==> src/rtl/fetch_unit.sv <==
// Instruction-fetch stage: owns curPC, fetches words over req/ack into a 2-entry {pc, inst, err} FIFO.
// Optional feature: FETCH_ALIGN_CHECK_EN turns misaligned redirects into a single error entry instead of a fetch.
module fetch_unit #(
  parameter logic [31:0] RESET_PC = 32'h0000_0000
) (
  input  logic        CLK,
  input  logic        Reset,
  input  logic [31:0] nextPC,
  input  logic        redirect,
  output logic [31:0] curPC,
  output logic        imem_req,
  output logic [31:0] imem_addr,
  input  logic        imem_ack,
  input  logic [31:0] imem_rdata,
  output logic        inst_valid,
  output logic [31:0] inst,
  output logic [31:0] inst_pc,
  output logic        inst_err,
  input  logic        inst_ready,
  output logic [1:0]  dbg_state_o
);

  // Handshakes: imem_req/imem_addr hold until a cycle with imem_ack=1 completes the request;
  // decode takes the FIFO head in any cycle where inst_valid=1 and inst_ready=1.
  localparam logic [1:0] ST_IDLE = 2'd0;
  localparam logic [1:0] ST_REQ  = 2'd1;
  localparam logic [1:0] ST_DROP = 2'd2;

  logic [1:0]  state_q, state_d;
  logic [31:0] pc_q, pc_d;
  logic [31:0] addr_q, addr_d;
  logic [1:0]  cnt_q, cnt_d, cnt_nx;
  logic [31:0] fpc_q   [2];
  logic [31:0] finst_q [2];
  logic        pop, push, wr_idx, err_push, misalign, parked;
  logic [31:0] tgt;

`ifdef FETCH_ALIGN_CHECK_EN
  logic park_q, park_d;
  logic ferr_q [2];
  assign tgt      = nextPC;
  assign misalign = (nextPC[1:0] != 2'b00);
  assign parked   = park_q;
`else
  assign tgt      = nextPC & 32'hFFFF_FFFC;
  assign misalign = 1'b0;
  assign parked   = 1'b0;
`endif

  assign imem_req  = (state_q != ST_IDLE);
  assign pop       = (cnt_q != 2'd0) && inst_ready;
  assign push      = (state_q == ST_REQ) && imem_ack;
  // Occupancy after this cycle's pop and push; a request may be in flight only while this is below 2.
  assign cnt_nx    = cnt_q + {1'b0, push} - {1'b0, pop};
  assign wr_idx    = ((cnt_q - {1'b0, pop}) != 2'd0);

  always_comb begin
    state_d  = state_q;
    pc_d     = pc_q;
    addr_d   = addr_q;
    cnt_d    = cnt_nx;
    err_push = 1'b0;
`ifdef FETCH_ALIGN_CHECK_EN
    park_d   = park_q;
`endif
    if (redirect) begin
      pc_d  = tgt;
      cnt_d = 2'd0;
      if (misalign) begin
        err_push = 1'b1;
        cnt_d    = 2'd1;
        state_d  = (imem_req && !imem_ack) ? ST_DROP : ST_IDLE;
      end else if (imem_req && !imem_ack) begin
        state_d = ST_DROP;
      end else begin
        state_d = ST_REQ;
        addr_d  = tgt;
      end
`ifdef FETCH_ALIGN_CHECK_EN
      park_d = misalign;
`endif
    end else begin
      case (state_q)
        ST_IDLE: begin
          if (!parked && cnt_nx < 2'd2) begin
            state_d = ST_REQ;
            addr_d  = pc_q;
          end
        end
        ST_REQ: begin
          if (imem_ack) begin
            pc_d = pc_q + 32'd4;
            if (cnt_nx < 2'd2) addr_d = pc_q + 32'd4;
            else               state_d = ST_IDLE;
          end
        end
        ST_DROP: begin
          if (imem_ack) begin
            if (parked) begin
              state_d = ST_IDLE;
            end else begin
              state_d = ST_REQ;
              addr_d  = pc_q;
            end
          end
        end
        default: state_d = ST_IDLE;
      endcase
    end
  end

  always_ff @(posedge CLK or negedge Reset) begin
    if (!Reset) begin
      state_q    <= ST_IDLE;
      pc_q       <= RESET_PC;
      addr_q     <= RESET_PC;
      cnt_q      <= 2'd0;
      fpc_q[0]   <= '0;
      fpc_q[1]   <= '0;
      finst_q[0] <= '0;
      finst_q[1] <= '0;
`ifdef FETCH_ALIGN_CHECK_EN
      park_q     <= 1'b0;
      ferr_q[0]  <= 1'b0;
      ferr_q[1]  <= 1'b0;
`endif
    end else begin
      state_q <= state_d;
      pc_q    <= pc_d;
      addr_q  <= addr_d;
      cnt_q   <= cnt_d;
`ifdef FETCH_ALIGN_CHECK_EN
      park_q  <= park_d;
`endif
      if (redirect) begin
        if (err_push) begin
          fpc_q[0]   <= nextPC;
          finst_q[0] <= '0;
`ifdef FETCH_ALIGN_CHECK_EN
          ferr_q[0]  <= 1'b1;
`endif
        end
      end else begin
        if (pop) begin
          fpc_q[0]   <= fpc_q[1];
          finst_q[0] <= finst_q[1];
`ifdef FETCH_ALIGN_CHECK_EN
          ferr_q[0]  <= ferr_q[1];
`endif
        end
        // Written after the shift so a same-cycle push lands in the slot the pop just freed.
        if (push) begin
          fpc_q[wr_idx]   <= addr_q;
          finst_q[wr_idx] <= imem_rdata;
`ifdef FETCH_ALIGN_CHECK_EN
          ferr_q[wr_idx]  <= 1'b0;
`endif
        end
      end
    end
  end

  assign curPC       = pc_q;
  assign imem_addr   = addr_q;
  assign inst_valid  = (cnt_q != 2'd0);
  assign inst        = inst_valid ? finst_q[0] : '0;
  assign inst_pc     = inst_valid ? fpc_q[0] : '0;
  assign dbg_state_o = state_q;
`ifdef FETCH_ALIGN_CHECK_EN
  assign inst_err    = inst_valid & ferr_q[0];
`else
  assign inst_err    = 1'b0;
`endif

endmodule

==> config.mk <==
export PLATFORM = sky130hd
export DESIGN_NAME = fetch_unit
export DESIGN_NICKNAME = d
export VERILOG_FILES = /design/src/rtl/fetch_unit.sv
export SDC_FILE = /design/constraint.sdc
export NUM_CORES = 1
export LEC_CHECK = 0
export ABC_AREA = 0
export ABC_CLOCK_PERIOD_IN_PS = 5000
export CAP_MARGIN = 40
export CELL_PAD_IN_SITES_DETAIL_PLACEMENT = 0
export CELL_PAD_IN_SITES_GLOBAL_PLACEMENT = 2
export CORE_ASPECT_RATIO = 0.8
export CORE_MARGIN = 4
export CORE_UTILIZATION = 30
export CTS_CLUSTER_DIAMETER = 100
export DETAILED_ROUTE_END_ITERATION = 16
export PLACE_DENSITY_LB_ADDON = 0.3
export SLEW_MARGIN = 20
export SYNTH_ARGS = -nofsm -noshare
export SYNTH_HDL_FRONTEND = slang
export SYNTH_SLANG_ARGS = --single-unit
==> constraint.sdc <==
create_clock -name CLK -period 5 [get_ports CLK]
set_input_delay 1.5 -clock CLK [delete_from_list [all_inputs] [get_ports CLK]]
set_output_delay 1.5 -clock CLK [all_outputs]
set_load 0.05 [all_outputs]
==> results.md <==
* Yosys synthesis warning count at 0
* IO Count at 202
* Clock group share of total power at 15.5%
* Global-route wire length before repair at 48.78 mm
* Maxcap violations at 0
* Most used flip-flop cell after synthesis: dfrtp_1
* Area grow syn2layout at 31.10%
* Pwr dens at 666.6 mW/mm^2
* Critical path launch point type: flip-flop
* Netlist cell types at 55
* Switching power at 3.863 mW
* DR vias at 7,845
* Clk slew on worst S/H paths at 0.07 ns
* Setup bufs post-CTS at 0
* Post-synth ARST share at 100.0%
* Endpoint type of the worst setup path: output port
* Post-route DRC violation count at 0
* Reg power frac at 31.7%
* Critical path arrival at 2.72 ns
* Final period util at 84.48%
* Setup CP Type: flip-flop to output port
* Comb pwr share at 52.8%
* Setup tns final at 0 ns
* Worst rel slew slack at 45.09%
* Hold Crit Start: fpc_q[23]$_DFFE_PN0P_
* Die H at 169.0 um
* Crit path max fanout at 50
* RSZ-0062 raised after global routing: false
* Register bit total from synthesis at 192
* Final Skew at 0.01361 ns
* RePlAce Congestion at 0.8144
* Post_cts resized at 0
* Final Hold Vio Count at 0
* TritonCTS sink count at 192
* R2R Setup Slk at 1.89 ns
* Routed wire length at 30.98 mm
* Clock Latency Late Sink at 0.43 ns
* Hold endpoint: fpc_q[23]$_DFFE_PN0P_
* H-tree lvl count at 4
* Total grt overflow at 0
* Hpwl dp at 20.40 mm
* Post-synth top area share at 49.41%
* Hold Path Class: flip-flop to flip-flop
* Core Area at 0.03171 sq mm
* Peak supply drop at 0.3436 mV
* Number of nets in the layout at 1,197
* FF-to-FF path depth at 9
* GRT Total Usage at 17.53%
* Hold Buf Count CTS at 0
* Largest net degree at the start of global routing at 77
* Data required, critical path at 3.50 ns
* Setup-failing EPs final at 0
* # port buffers at 196
* Die width at 209.3 um
* Reg-to-reg critical path endpoint: imem_addr[14]$_DFFE_PN0P_
* Largest cells by area after synthesis: dfrtp_1 (49%), mux2_2 (11%), and2_1 (4.5%)
* Slew @ Worst Pin at 0.8237 ns
* Most frequent cell after synthesis: dfrtp_1
* Sw Share at 45.46%
* Initial antenna violation count at 1
* Root buffer cell: clkbuf_16
* Syn Area/Cell at 10.12 sq um
* Hold path depth at 2
* Crit-path cells: or2_2, buf_12, and2_1, clkdlybuf4s50_1
* CTS tree: yes
* Starting density of the core at 30.66%
* Post-layout power at 8.498 mW
* Row count at 58
* Worst reg2reg startpoint: dbg_state_o[1]$_DFFE_PN0P_
* Slowest CP cell: clkdlybuf4s50_1
* Final ANT Viol Nets at 0
* EDFF count, synth at 0
* Post-synthesis sequential area ratio at 49.41%
* Drt first pass iters at 5
* Vias in the first global route at 7,903
* CTS Buf Count at 17
* Slew Viols, Final at 0
* Mapped cell area at 0.009724 sq mm
* Top post-synthesis cells by count: dfrtp_1 (192), mux2_2 (99), nor2_1 (89), a21oi_1 (78), and2_1 (70)
* Share of layout cells above drive strength 1 at 14.63%
* Max Clock Freq at 236.7 MHz
* Avg Vias per Cell at 5.042
* Status: finished clean
* Die area at 0.03538 sq mm
* DRT iter0 DRCs at 348
* Worst path max stage delay at 0.86 ns
* Synth Instances at 961
* Leakage power figure at 5.142 nW
* DR WL/cell at 19.91 um
* Crit path time final at 4.224 ns
* Longest Clk Path Bufs at 2
* Largest area contributor in the netlist: dfrtp_1
* Int Pwr at 4.635 mW
==> cell usage in the layout (no fill, tap or decap), drive strengths merged, types with 9 or more instances in the layout <==
| cell type | instances |
|---|---|
| clkdlybuf4s50 | 194 |
| dfrtp | 192 |
| mux2 | 99 |
| nor2 | 89 |
| a21oi | 78 |
| and2 | 70 |
| o22ai | 63 |
| nand2 | 49 |
| xnor2 | 25 |
| clkbuf | 23 |
| buf | 23 |
| nand3 | 22 |
| o21ai | 21 |
| nand4 | 19 |
| inv | 19 |
| xor2 | 18 |
| nor4 | 15 |
| mux2i | 11 |
| a21boi | 9 |
==> through the flow <==
step | setup slack (ns) | instance area [sq um] | cells | util (%) | hold slack [ns]
6_report | 0.7759 | 12750 | 1556 | 40.20 | 0.4859
2_1_floorplan | 1.391 | 9732 | 963 | - | 0.4502
5_1_grt | 0.5901 | 12750 | 1555 | 40.19 | 0.5145
3_5_place_dp | 0.8435 | 12160 | 1522 | 38.36 | 0.4709
4_1_cts | 0.7288 | 12710 | 1553 | 40.09 | 0.4866
3_3_place_gp | 0.8713 | 12160 | 1522 | 38.36 | 0.4651
==> worst max-delay path, delay by kind of cell (launching register included) <==
kind	cells	cell delay, ns
buffers and inverters	2	1.14
AND/OR/NAND/NOR	2	0.60
flip-flops	1	0.50
==> how the worst max path moves through the flow <==
stage,startpoint,cells past startpoint,to,slack [ns]
final,cnt_q[1]$_DFF_PN0_,4,inst_pc[2],0.78
after global routing,cnt_q[1]$_DFF_PN0_,4,inst_pc[13],0.59
after CTS,cnt_q[1]$_DFF_PN0_,4,inst_pc[18],0.73
after detailed placement,inst_ready,8,imem_addr[7]$_DFFE_PN0P_,0.84
after global placement,inst_ready,8,imem_addr[4]$_DFFE_PN0P_,0.87
after floorplan,imem_ack,10,imem_addr[15]$_DFFE_PN0P_,1.39
==> state kept, by name (all words and copies together) (netlist names) <==
register / count
cnt_q: 2
curPC: 30
dbg_state_o: 2
finst_q: 64
fpc_q: 63
imem_addr: 31
==> final cells by class <==
class / instances / area [sq um]
Antenna cell: 1 / 2.502
Tap cell: 420 / 525.5
Inverter: 19 / 73.82
Sequential cell: 192 / 4805
Fill cell: 3086 / 18960
Clock inverter: 10 / 88.84
Clock buffer: 21 / 460.4
Timing Repair Buffer: 219 / 2238
Multi-Input combinational cell: 674 / 4554
==> power by group through the flow <==
stage	combinational [mW]	sequential, mW	clock [mW]
detailed placement	4.51	2.72	0
global placement	4.50	2.70	0
global route	4.81	2.80	1.44
floorplan	2.51	3.11	0
finish	4.49	2.69	1.32
CTS	4.53	2.70	1.38
==> layer usage <==
metal | up-vias | share of wire (%) | global-route usage [%]
li1 | 3742 | - | -
met1 | 3918 | 47 | 24.95
met2 | 166 | 45 | 26.70
met3 | 17 | 7.0 | 5.410
met4 | 2 | 0.85 | 3.233
met5 | - | 0.039 | 0
==> kinds of logic (layout without fill, tap and decap cells) <==
group,after synthesis,in the layout,synth area share [%]
DFF,192,192,49.41
adders and majority gates,5,5,0.6433
and+or+nand+nor,304,304,16.13
muxes,110,110,12.60
other,1,4,0.03856
xor gates and xnor gates,43,43,3.873
AOI/OAI and AO/OA,209,209,13.19
buffers and inverters,97,269,4.117
Power figures use the tool's default switching activity.
